<file path="src/rtl/rpn_stack_engine.sv">
// RPN stack calculator core: DEPTH-entry operand stack, binary/unary ops,
// iterative restoring divider for DIV/MOD, sticky error flags.
module rpn_stack_engine #(
    parameter int WIDTH  = 32,
    parameter int DEPTH  = 16,
    parameter int SIGNED = 1
) (
    input  logic                     clk,
    input  logic                     reset_n,
    input  logic                     in_valid,
    output logic                     in_ready,
    input  logic                     in_is_op,
    input  logic [WIDTH-1:0]         in_value,
    input  logic [2:0]               in_op,
    output logic [WIDTH-1:0]         top,
    output logic [$clog2(DEPTH):0]   depth,
    output logic                     done,
    output logic                     err_full,
    output logic                     err_empty,
    output logic                     err_div0,
    output logic                     err_ovf
);
    localparam int AW = $clog2(DEPTH);
    localparam int CW = $clog2(WIDTH + 1);
    localparam logic [AW:0] ONE  = 1;
    localparam logic [AW:0] TWO  = 2;
    localparam logic [AW:0] FULL = (AW + 1)'(DEPTH);
    localparam logic [WIDTH-1:0] MIN = {1'b1, {(WIDTH - 1){1'b0}}};
    localparam logic [2:0] OP_ADD = 3'd0, OP_SUB = 3'd1, OP_MUL = 3'd2, OP_DIV = 3'd3,
                           OP_MOD = 3'd4, OP_NEG = 3'd5, OP_DUP = 3'd6, OP_CLR = 3'd7;

    typedef enum logic [1:0] {IDLE, EXEC, DIVIDE, FIX} state_t;

    function automatic logic [2*WIDTH-1:0] ext(input logic [WIDTH-1:0] v);
        return (SIGNED != 0) ? {{WIDTH{v[WIDTH-1]}}, v} : {{WIDTH{1'b0}}, v};
    endfunction

    function automatic logic [WIDTH-1:0] mag(input logic signed [WIDTH-1:0] v);
        return (SIGNED != 0 && v < 0) ? WIDTH'(-v) : v;
    endfunction

    function automatic logic add_ovf(input logic [WIDTH-1:0] a, b, r);
        if (SIGNED != 0) return (a[WIDTH-1] == b[WIDTH-1]) && (r[WIDTH-1] != a[WIDTH-1]);
        return r < a;
    endfunction

    function automatic logic sub_ovf(input logic [WIDTH-1:0] a, b, r);
        if (SIGNED != 0) return (a[WIDTH-1] != b[WIDTH-1]) && (r[WIDTH-1] != a[WIDTH-1]);
        return a < b;
    endfunction

    function automatic logic mul_ovf(input logic [2*WIDTH-1:0] p);
        if (SIGNED != 0) return !((&p[2*WIDTH-1:WIDTH-1]) || !(|p[2*WIDTH-1:WIDTH-1]));
        return |p[2*WIDTH-1:WIDTH];
    endfunction

    state_t             state;
    logic [CW-1:0]      cnt;
    logic [WIDTH-1:0]   stack [DEPTH];
    logic [AW-1:0]      tos_idx, nos_idx, push_idx;
    logic [WIDTH-1:0]   opa, opb;
    logic               any_err, go_div;
    logic               tok_is_op;
    logic [2:0]         tok_op;
    logic [WIDTH-1:0]   tok_val;
    logic [WIDTH-1:0]   quo, rem, dvs;
    logic               neg_q, neg_r, min_ovf;
    logic [WIDTH:0]     shifted, trial;
    logic [WIDTH-1:0]   sum, diff, div_res;
    logic [2*WIDTH-1:0] prod;

    assign tos_idx  = AW'(depth - ONE);
    assign nos_idx  = AW'(depth - TWO);
    assign push_idx = depth[AW-1:0];
    assign opb      = stack[tos_idx];
    assign opa      = stack[nos_idx];
    assign top      = (depth == '0) ? '0 : opb;
    assign any_err  = err_full | err_empty | err_div0 | err_ovf;
    assign go_div   = in_is_op && (in_op == OP_DIV || in_op == OP_MOD) && !any_err
                      && depth >= TWO && opb != '0;

    assign sum     = opa + opb;
    assign diff    = opa - opb;
    assign prod    = ext(opa) * ext(opb);
    assign shifted = {rem, quo[WIDTH-1]};
    assign trial   = shifted - {1'b0, dvs};
    assign div_res = (tok_op == OP_MOD) ? (neg_r ? '0 - rem : rem) : (neg_q ? '0 - quo : quo);

    logic               wr_en, clr, set_full, set_empty, set_div0, set_ovf;
    logic [AW-1:0]      wr_idx;
    logic [WIDTH-1:0]   wr_data;
    logic [AW:0]        depth_nxt;

    // Decode of the latched token; consumed only in EXEC, where the stack is still unchanged.
    always_comb begin
        wr_en = 1'b0; wr_idx = tos_idx; wr_data = '0; depth_nxt = depth; clr = 1'b0;
        set_full = 1'b0; set_empty = 1'b0; set_div0 = 1'b0; set_ovf = 1'b0;
        if (tok_is_op && tok_op == OP_CLR) begin
            clr = 1'b1;
        end else if (!any_err) begin
            if (!tok_is_op) begin
                if (depth == FULL) set_full = 1'b1;
                else begin
                    wr_en = 1'b1; wr_idx = push_idx; wr_data = tok_val; depth_nxt = depth + ONE;
                end
            end else begin
                case (tok_op)
                    OP_ADD, OP_SUB, OP_MUL: begin
                        if (depth < TWO) set_empty = 1'b1;
                        else begin
                            wr_en = 1'b1; wr_idx = nos_idx; depth_nxt = depth - ONE;
                            case (tok_op)
                                OP_ADD:  begin wr_data = sum;  set_ovf = add_ovf(opa, opb, sum);  end
                                OP_SUB:  begin wr_data = diff; set_ovf = sub_ovf(opa, opb, diff); end
                                default: begin wr_data = prod[WIDTH-1:0]; set_ovf = mul_ovf(prod); end
                            endcase
                        end
                    end
                    // A legal DIV/MOD never reaches EXEC, so here the divisor must be zero.
                    OP_DIV, OP_MOD: begin
                        if (depth < TWO) set_empty = 1'b1;
                        else set_div0 = 1'b1;
                    end
                    OP_NEG: begin
                        if (depth == '0) set_empty = 1'b1;
                        else begin
                            wr_en = 1'b1; wr_data = '0 - opb;
                            set_ovf = (SIGNED != 0) && (opb == MIN);
                        end
                    end
                    OP_DUP: begin
                        if (depth == '0) set_empty = 1'b1;
                        else if (depth == FULL) set_full = 1'b1;
                        else begin
                            wr_en = 1'b1; wr_idx = push_idx; wr_data = opb; depth_nxt = depth + ONE;
                        end
                    end
                    default: ;
                endcase
            end
        end
    end

    always_ff @(posedge clk or negedge reset_n) begin
        if (!reset_n) begin
            state <= IDLE; in_ready <= 1'b1; depth <= '0; done <= 1'b0; cnt <= '0;
            err_full <= 1'b0; err_empty <= 1'b0; err_div0 <= 1'b0; err_ovf <= 1'b0;
        end else begin
            done <= 1'b0;
            case (state)
                IDLE: if (in_valid) begin
                    in_ready <= 1'b0;
                    cnt      <= '0;
                    state    <= go_div ? DIVIDE : EXEC;
                end
                EXEC: begin
                    done <= 1'b1; in_ready <= 1'b1; state <= IDLE;
                    if (clr) begin
                        depth <= '0;
                        err_full <= 1'b0; err_empty <= 1'b0; err_div0 <= 1'b0; err_ovf <= 1'b0;
                    end else begin
                        depth     <= depth_nxt;
                        err_full  <= err_full  | set_full;
                        err_empty <= err_empty | set_empty;
                        err_div0  <= err_div0  | set_div0;
                        err_ovf   <= err_ovf   | set_ovf;
                    end
                end
                // cnt==0 loads magnitudes, cnt 1..WIDTH each retire one quotient bit.
                DIVIDE: begin
                    cnt <= cnt + CW'(1);
                    if (cnt == CW'(WIDTH)) state <= FIX;
                end
                FIX: begin
                    done <= 1'b1; in_ready <= 1'b1; state <= IDLE;
                    depth   <= depth - ONE;
                    err_ovf <= err_ovf | min_ovf;
                end
                default: state <= IDLE;
            endcase
        end
    end

    always_ff @(posedge clk) begin
        if (state == IDLE && in_valid) begin
            tok_is_op <= in_is_op; tok_op <= in_op; tok_val <= in_value;
        end
        if (state == EXEC && wr_en) stack[wr_idx] <= wr_data;
        if (state == FIX) stack[nos_idx] <= div_res;
        if (state == DIVIDE) begin
            if (cnt == '0) begin
                quo     <= mag(opa);
                dvs     <= mag(opb);
                rem     <= '0;
                neg_q   <= (SIGNED != 0) && (opa[WIDTH-1] ^ opb[WIDTH-1]);
                neg_r   <= (SIGNED != 0) && opa[WIDTH-1];
                min_ovf <= (SIGNED != 0) && (opa == MIN) && (opb == '1);
            end else begin
                quo <= {quo[WIDTH-2:0], ~trial[WIDTH]};
                rem <= trial[WIDTH] ? shifted[WIDTH-1:0] : trial[WIDTH-1:0];
            end
        end
    end
endmodule

</file>
<file path="config.mk">
export PLATFORM = sky130hd
export DESIGN_NAME = rpn_stack_engine
export DESIGN_NICKNAME = d
export VERILOG_FILES = /design/src/rtl/rpn_stack_engine.sv
export SDC_FILE = /design/constraint.sdc
export NUM_CORES = 2
export LEC_CHECK = 0
export CORE_MARGIN = 3
export CORE_UTILIZATION = 30
export CTS_BUF_LIST = sky130_fd_sc_hd__clkbuf_16
export DETAILED_ROUTE_END_ITERATION = 8
export SYNTH_ARGS = -nofsm -noshare
export SYNTH_HDL_FRONTEND = slang
export SYNTH_SLANG_ARGS = --single-unit
</file>
<file path="constraint.sdc">
create_clock -name clk -period 33.8 [get_ports clk]
set_input_delay 8.45 -clock clk [delete_from_list [all_inputs] [get_ports clk]]
set_output_delay 8.45 -clock clk [all_outputs]
set_load 0.03 [all_outputs]
</file>
Yosys cells after proc, flatten, opt, wreduce, memory -nomap -nowiden

Memory sizes are Yosys's and may differ from the RTL's.
Cells that the tools add are included.

Memories kept: 1
Bits of input ports: 39
Flip-flop bits (word level): 154
Word-level logic and storage cells: 222
Output and inout port bits: 43
Memory bits (writable): 512

$add $sub $neg: 12
Multipliers: 1
Multiplexer cells: 108
Equality and inequality tests: 28
Magnitude comparators: 6
Reduce and logical (&&, ||, !) cells: 38
Bitwise gates (word level): 10

Memories:

| name  | words | bits a word | rd ports | clocked after memory_dff | write ports | line | source |
|---|---|---|---|---|---|---|---|
| stack | 16    | 32          | 2        | 0                        | 1           | 59   | `logic [WIDTH-1:0] stack [DEPTH];` |

Operators by type and width:

| cell                  | number |
|---|---|
| $mux 32               | 17 |
| $eq 32x32->1 const B  | 3 |
| $pmux 32 s3           | 1 |
| $sub 1x32->32 const A | 3 |
| $lt 32x1->1 const B   | 2 |
| $lt 32x32->1          | 2 |
| $mul 32x32->64        | 1 |
| $neg 32->32           | 2 |
| $pmux 32 s2           | 1 |
| $reduce_or 32->1      | 2 |
| $mux 1                | 60 |
| $mux 5                | 7 |
| $reduce_and 33->1     | 1 |
| $reduce_or 33->1      | 1 |
| $sub 33x32->33        | 1 |
| $add 32x32->32        | 1 |
| $reduce_bool 32->1    | 1 |
| $sub 32x32->32        | 1 |
| $mux 4                | 7 |
| $pmux 5 s2            | 2 |
| $eq 3x3->1 const B    | 5 |
| $pmux 6 s2            | 1 |
| $logic_and 1x1->1     | 10 |
| $ne 5x5->1 const B    | 2 |
| other kinds (38)      | 69 |

Depth between registers and ports, before layout

Depth after elaboration: 18
Mapped depth: 47
Mapped depth without buffers: 36

Worst setup path before layout

OpenSTA, ideal clock, no wires.

Path type: flip-flop to output port
From: reg depth[1]
To: out top[31]
Arrival time: 5.696 ns
Required time: 25.350 ns
Path buffers: 13
Setup slack: 19.654 ns
Stages on the path, launching flop included: 22
Cells stage by stage: dfrtp_1 -> clkbuf_1 -> buf_2 -> buf_2 -> buf_2 -> clkbuf_1 -> buf_2 -> inv_1 -> ha_1 -> buf_2 -> buf_2 -> buf_2 -> buf_2 -> buf_2 -> mux4_2 -> nand2_1 -> nand3_1 -> o21a_1 -> inv_1 -> clkbuf_1 -> buf_1 -> nor2_1

Cells in the longest elaborated chain, start to end: 3
Elaborated cells on any way between the ends: 4
Those cells by class: add/sub: 1; mux: 1; reduce/logical: 1; memory: 1

RTL lines:

| element                | line | source |
|---|---|---|
| from (decl)            | 16   | `output logic [$clog2(DEPTH):0] depth,` |
| from (signal assigned) | 162  | `depth <= depth_nxt;` |
| from (signal assigned) | 176  | `depth <= depth - ONE;` |
| $sub 5x1->5            | -    |  |
| $mem_v2 16x32          | -    |  |
| $mux 32 (*)            | 77   | `assign top = (depth == '0) ? '0 : opb;` |
| to (decl)              | 15   | `output logic [WIDTH-1:0] top,` |

Every way passes the cells marked *; elsewhere a longest branch is shown, timed or not.

Worst setup path in the final report

From: reg depth[1]
To: out top[26]

Same word-level chain as after synthesis.

==> summary.txt <==
Max stage delay cell, worst path = mux4_2
number of distinct library cells after synthesis = 107
Slew @ Worst Pin = 1376 ps
NumNets Final = 8,149
final hold violations = 0
vias in the first global route = 58,116
Die X = 503.5 µm
Post-synth EDFFs = 647
initial cell density of the core = 30.35%
HP Class = reg -> reg
Total GRT Usage = 21.08%
cts hold-fix bufs = 0
drt total wl = 268,000 µm
initial antenna violation count = 13
Syn Std Cell Area = 74,240 µm²
MaxCap Viol Count = 0
clock slew at reported path FFs = 60 ps
IO buf count = 81
routability cong. = 0.9892
DR pass1 iterations = 8
dominant synthesized flop cell = edfxtp_1
Mapped Cells = 6,822
crit-path cells = inv_1 -> ha_4 -> buf_4 -> buf_4 -> mux4_2 -> mux4_2 -> inv_2 -> nor2_1 -> clkdlybuf4s50_1
Rel. slew slack = 8.273%
gr ovfl total = 0
max-slew violation count = 0
CP Capture Type = output port
syn_area_per_cell = 10.88 µm²
post-CTS setup buffers = 0
Worst Path Max Fanout = 54
post-synth net total = 8,239
Setup Skew = 58.87 ps
Final min period = 14,910 ps
Detailed Place HPWL = 195,300 µm
root buffer cell = clkbuf_16
H-tree level count = 3
CTS tree = done
#FFs+latches synth = 666
Setup WS pre-CTS = 19,440 ps
DP Cell Count = 9,856
crit path DAT = 6460 ps
Die Y = 503.5 µm
core area = 244,600 µm²
wire per inst = 26.80 µm
cts bufs inserted = 76
row count = 181
worst setup margin = 18,890 ps
startpoint types = register
DRT antenna net count = 0
Bufs and invs on worst path = 5
period utilization = 44.11%
Finished Layout Cells = 9,998
via count = 55,689
Area Overhead vs Synth = 9.659%
status = finished clean
crit path kind = reg -> out
Seq/Total Area, Yosys = 26.81%
post-DR vias/cell = 5.570
async set or reset register ratio after synthesis = 2.853%
Req. time, crit path = 25,350 ps
Final setup viols = 0
DR DRC count = 0
first-pass GRT wire length = 394,800 µm
synth warn = 0
# IOs = 82
die area = 253,500 µm²
RSZ-0062 raised after global routing = false
TNS Setup = 0 ps
number of DRC markers in iteration 0 = 6,715
kind of cell adding the most delay to the critical path = buffers and inverters
Max Root-Sink Buffers = 3
post-cts sizing count = 0
largest net degree at the start of global routing = 136
Max Clk Rate = 67.07 MHz
clock sinks = 666
clk_lat worst skew = 660 ps
max incr delay on CP = 890 ps
share of cells above drive strength 1 = 9.570%
[synthesized netlist by cell type, types with 13 or more instances]
master,n,share of area [%]
fa_1,1085,29
o211ai_1,22,0.22
and3_1,15,0.13
o31ai_1,36,0.36
or4_1,13,0.13
a221oi_1,15,0.18
a31oi_1,30,0.25
nor2b_1,79,0.67
a21o_1,49,0.50
mux2i_1,55,0.74
mux4_2,266,8.1
a21oi_1,240,1.6
clkinv_1,13,0.066
nor4_1,32,0.27
o21ai_0,233,1.6
xnor2_1,174,2.1
o21bai_1,23,0.23
ha_1,293,4.9
mux4_1,19,0.67
edfxtp_1,647,26
inv_1,838,4.2
nor2_1,554,2.8
dfrtp_1,18,0.61
and2_1,109,0.92
nand3_1,98,0.66
o21ai_1,14,0.094
buf_2,39,0.26
or3_1,27,0.23
xor2_1,73,0.86
o21a_1,21,0.21
nand2b_1,48,0.40
nor3_1,58,0.39
a211oi_1,32,0.32
nand4_1,36,0.30
clkbuf_1,302,1.5
buf_1,42,0.21
nand2_1,908,4.6
o22ai_1,25,0.21
[through the flow]
| step | instance area, µm² | utilization [%] | hold slack, ps |
|---|---|---|---|
| 3_3_place_gp | 78910 | 32.26 | 477.6 |
| 5_1_grt | 81400 | 33.28 | 534.2 |
| 2_1_floorplan | 74240 | - | 480.4 |
| 4_1_cts | 81400 | 33.28 | 491.6 |
| 6_report | 81410 | 33.28 | 488.2 |
| 3_5_place_dp | 78930 | 32.27 | 481.8 |
[cells by family (layout without fill, tap and decap cells)]
| kind of cell | Yosys count | count (layout) | share of synthesized area, % |
|---|---|---|---|
| buffers and inverters | 1265 | 1235 | 6.731 |
| XOR/XNOR | 250 | 250 | 2.980 |
| flip-flops | 666 | 666 | 26.81 |
| AND/OR/NAND/NOR | 2030 | 2030 | 12.07 |
| adder cells (fa/ha/maj) | 1378 | 1378 | 34.20 |
| AO/OA/AOI/OAI | 880 | 880 | 7.527 |
| other | 0 | 4 | 0 |
| multiplexers | 353 | 353 | 9.684 |
[state kept, by name (all words and copies together) (netlist names)]
register,flops
rem,32
in_ready,1
err_ovf,1
err_div0,1
depth,5
tok_op,3
quo,32
err_empty,1
dvs,32
neg_q,1
done,1
state,2
tok_is_op,1
cnt,6
stack,512
tok_val,32
err_full,1
min_ovf,1
neg_r,1
[per-layer routing]
layer | GRT usage [%] | up-vias | part of all wire, %
li1 | - | 22784 | -
met1 | 26.77 | 28917 | 38
met2 | 33.31 | 3250 | 45
met3 | 4.986 | 730 | 11
met4 | 11.24 | 8 | 6.6
met5 | 0 | - | 0.017
[placed cells by master, fill, tap and decap left out, drive strengths merged, types with 158 or more instances in the layout]
cell type,netlist,final
ha,293,293
fa,1085,1085
a21oi,240,240
nand2,909,909
nor2,555,555
o21ai,249,249
inv,846,863
buf,104,158
mux4,285,285
xnor2,176,176
edfxtp,647,647
[worst paths after layout]
| kind | from | endpoint | slack (ps) | cells after the start |
|---|---|---|---|---|
| worst max-delay path | depth[1] | top[26] | 18890 | 9 |
| worst min-delay path | in_ready | in_ready | 490 | 2 |
| worst max register to register | depth[1] | err_ovf | 19400 | 33 |
| worst min register to register | in_ready | in_ready | 490 | 2 |
| max in group asynchronous | reset_n | depth[0] | 25390 | 1 |
| min in group asynchronous | reset_n | done | 7880 | 1 |
[worst reg2reg max path, delay by kind of cell (launching register included)]
family | cells | cell delay [ps]
flops | 1 | 650
simple gates | 5 | 1640
xor+xnor | 2 | 310
mux | 2 | 1270
compound gates | 7 | 2430
fa+ha+maj | 11 | 5460
buf+inv | 6 | 2510
[final cells by class]
class / instances / area (µm²)
antenna: 4 / 10.01
multi-input combinational: 4891 / 49790
fill: 24381 / 163200
tap: 3202 / 4006
clock inverter: 62 / 565.5
inverter: 859 / 3227
sequential: 666 / 19910
clock buffer: 76 / 1902
timing repair buffer: 238 / 1994
Power is left out: the tool's default activity adds up to more than one toggle a clock period on the data nets, which glitch-free logic cannot reach.
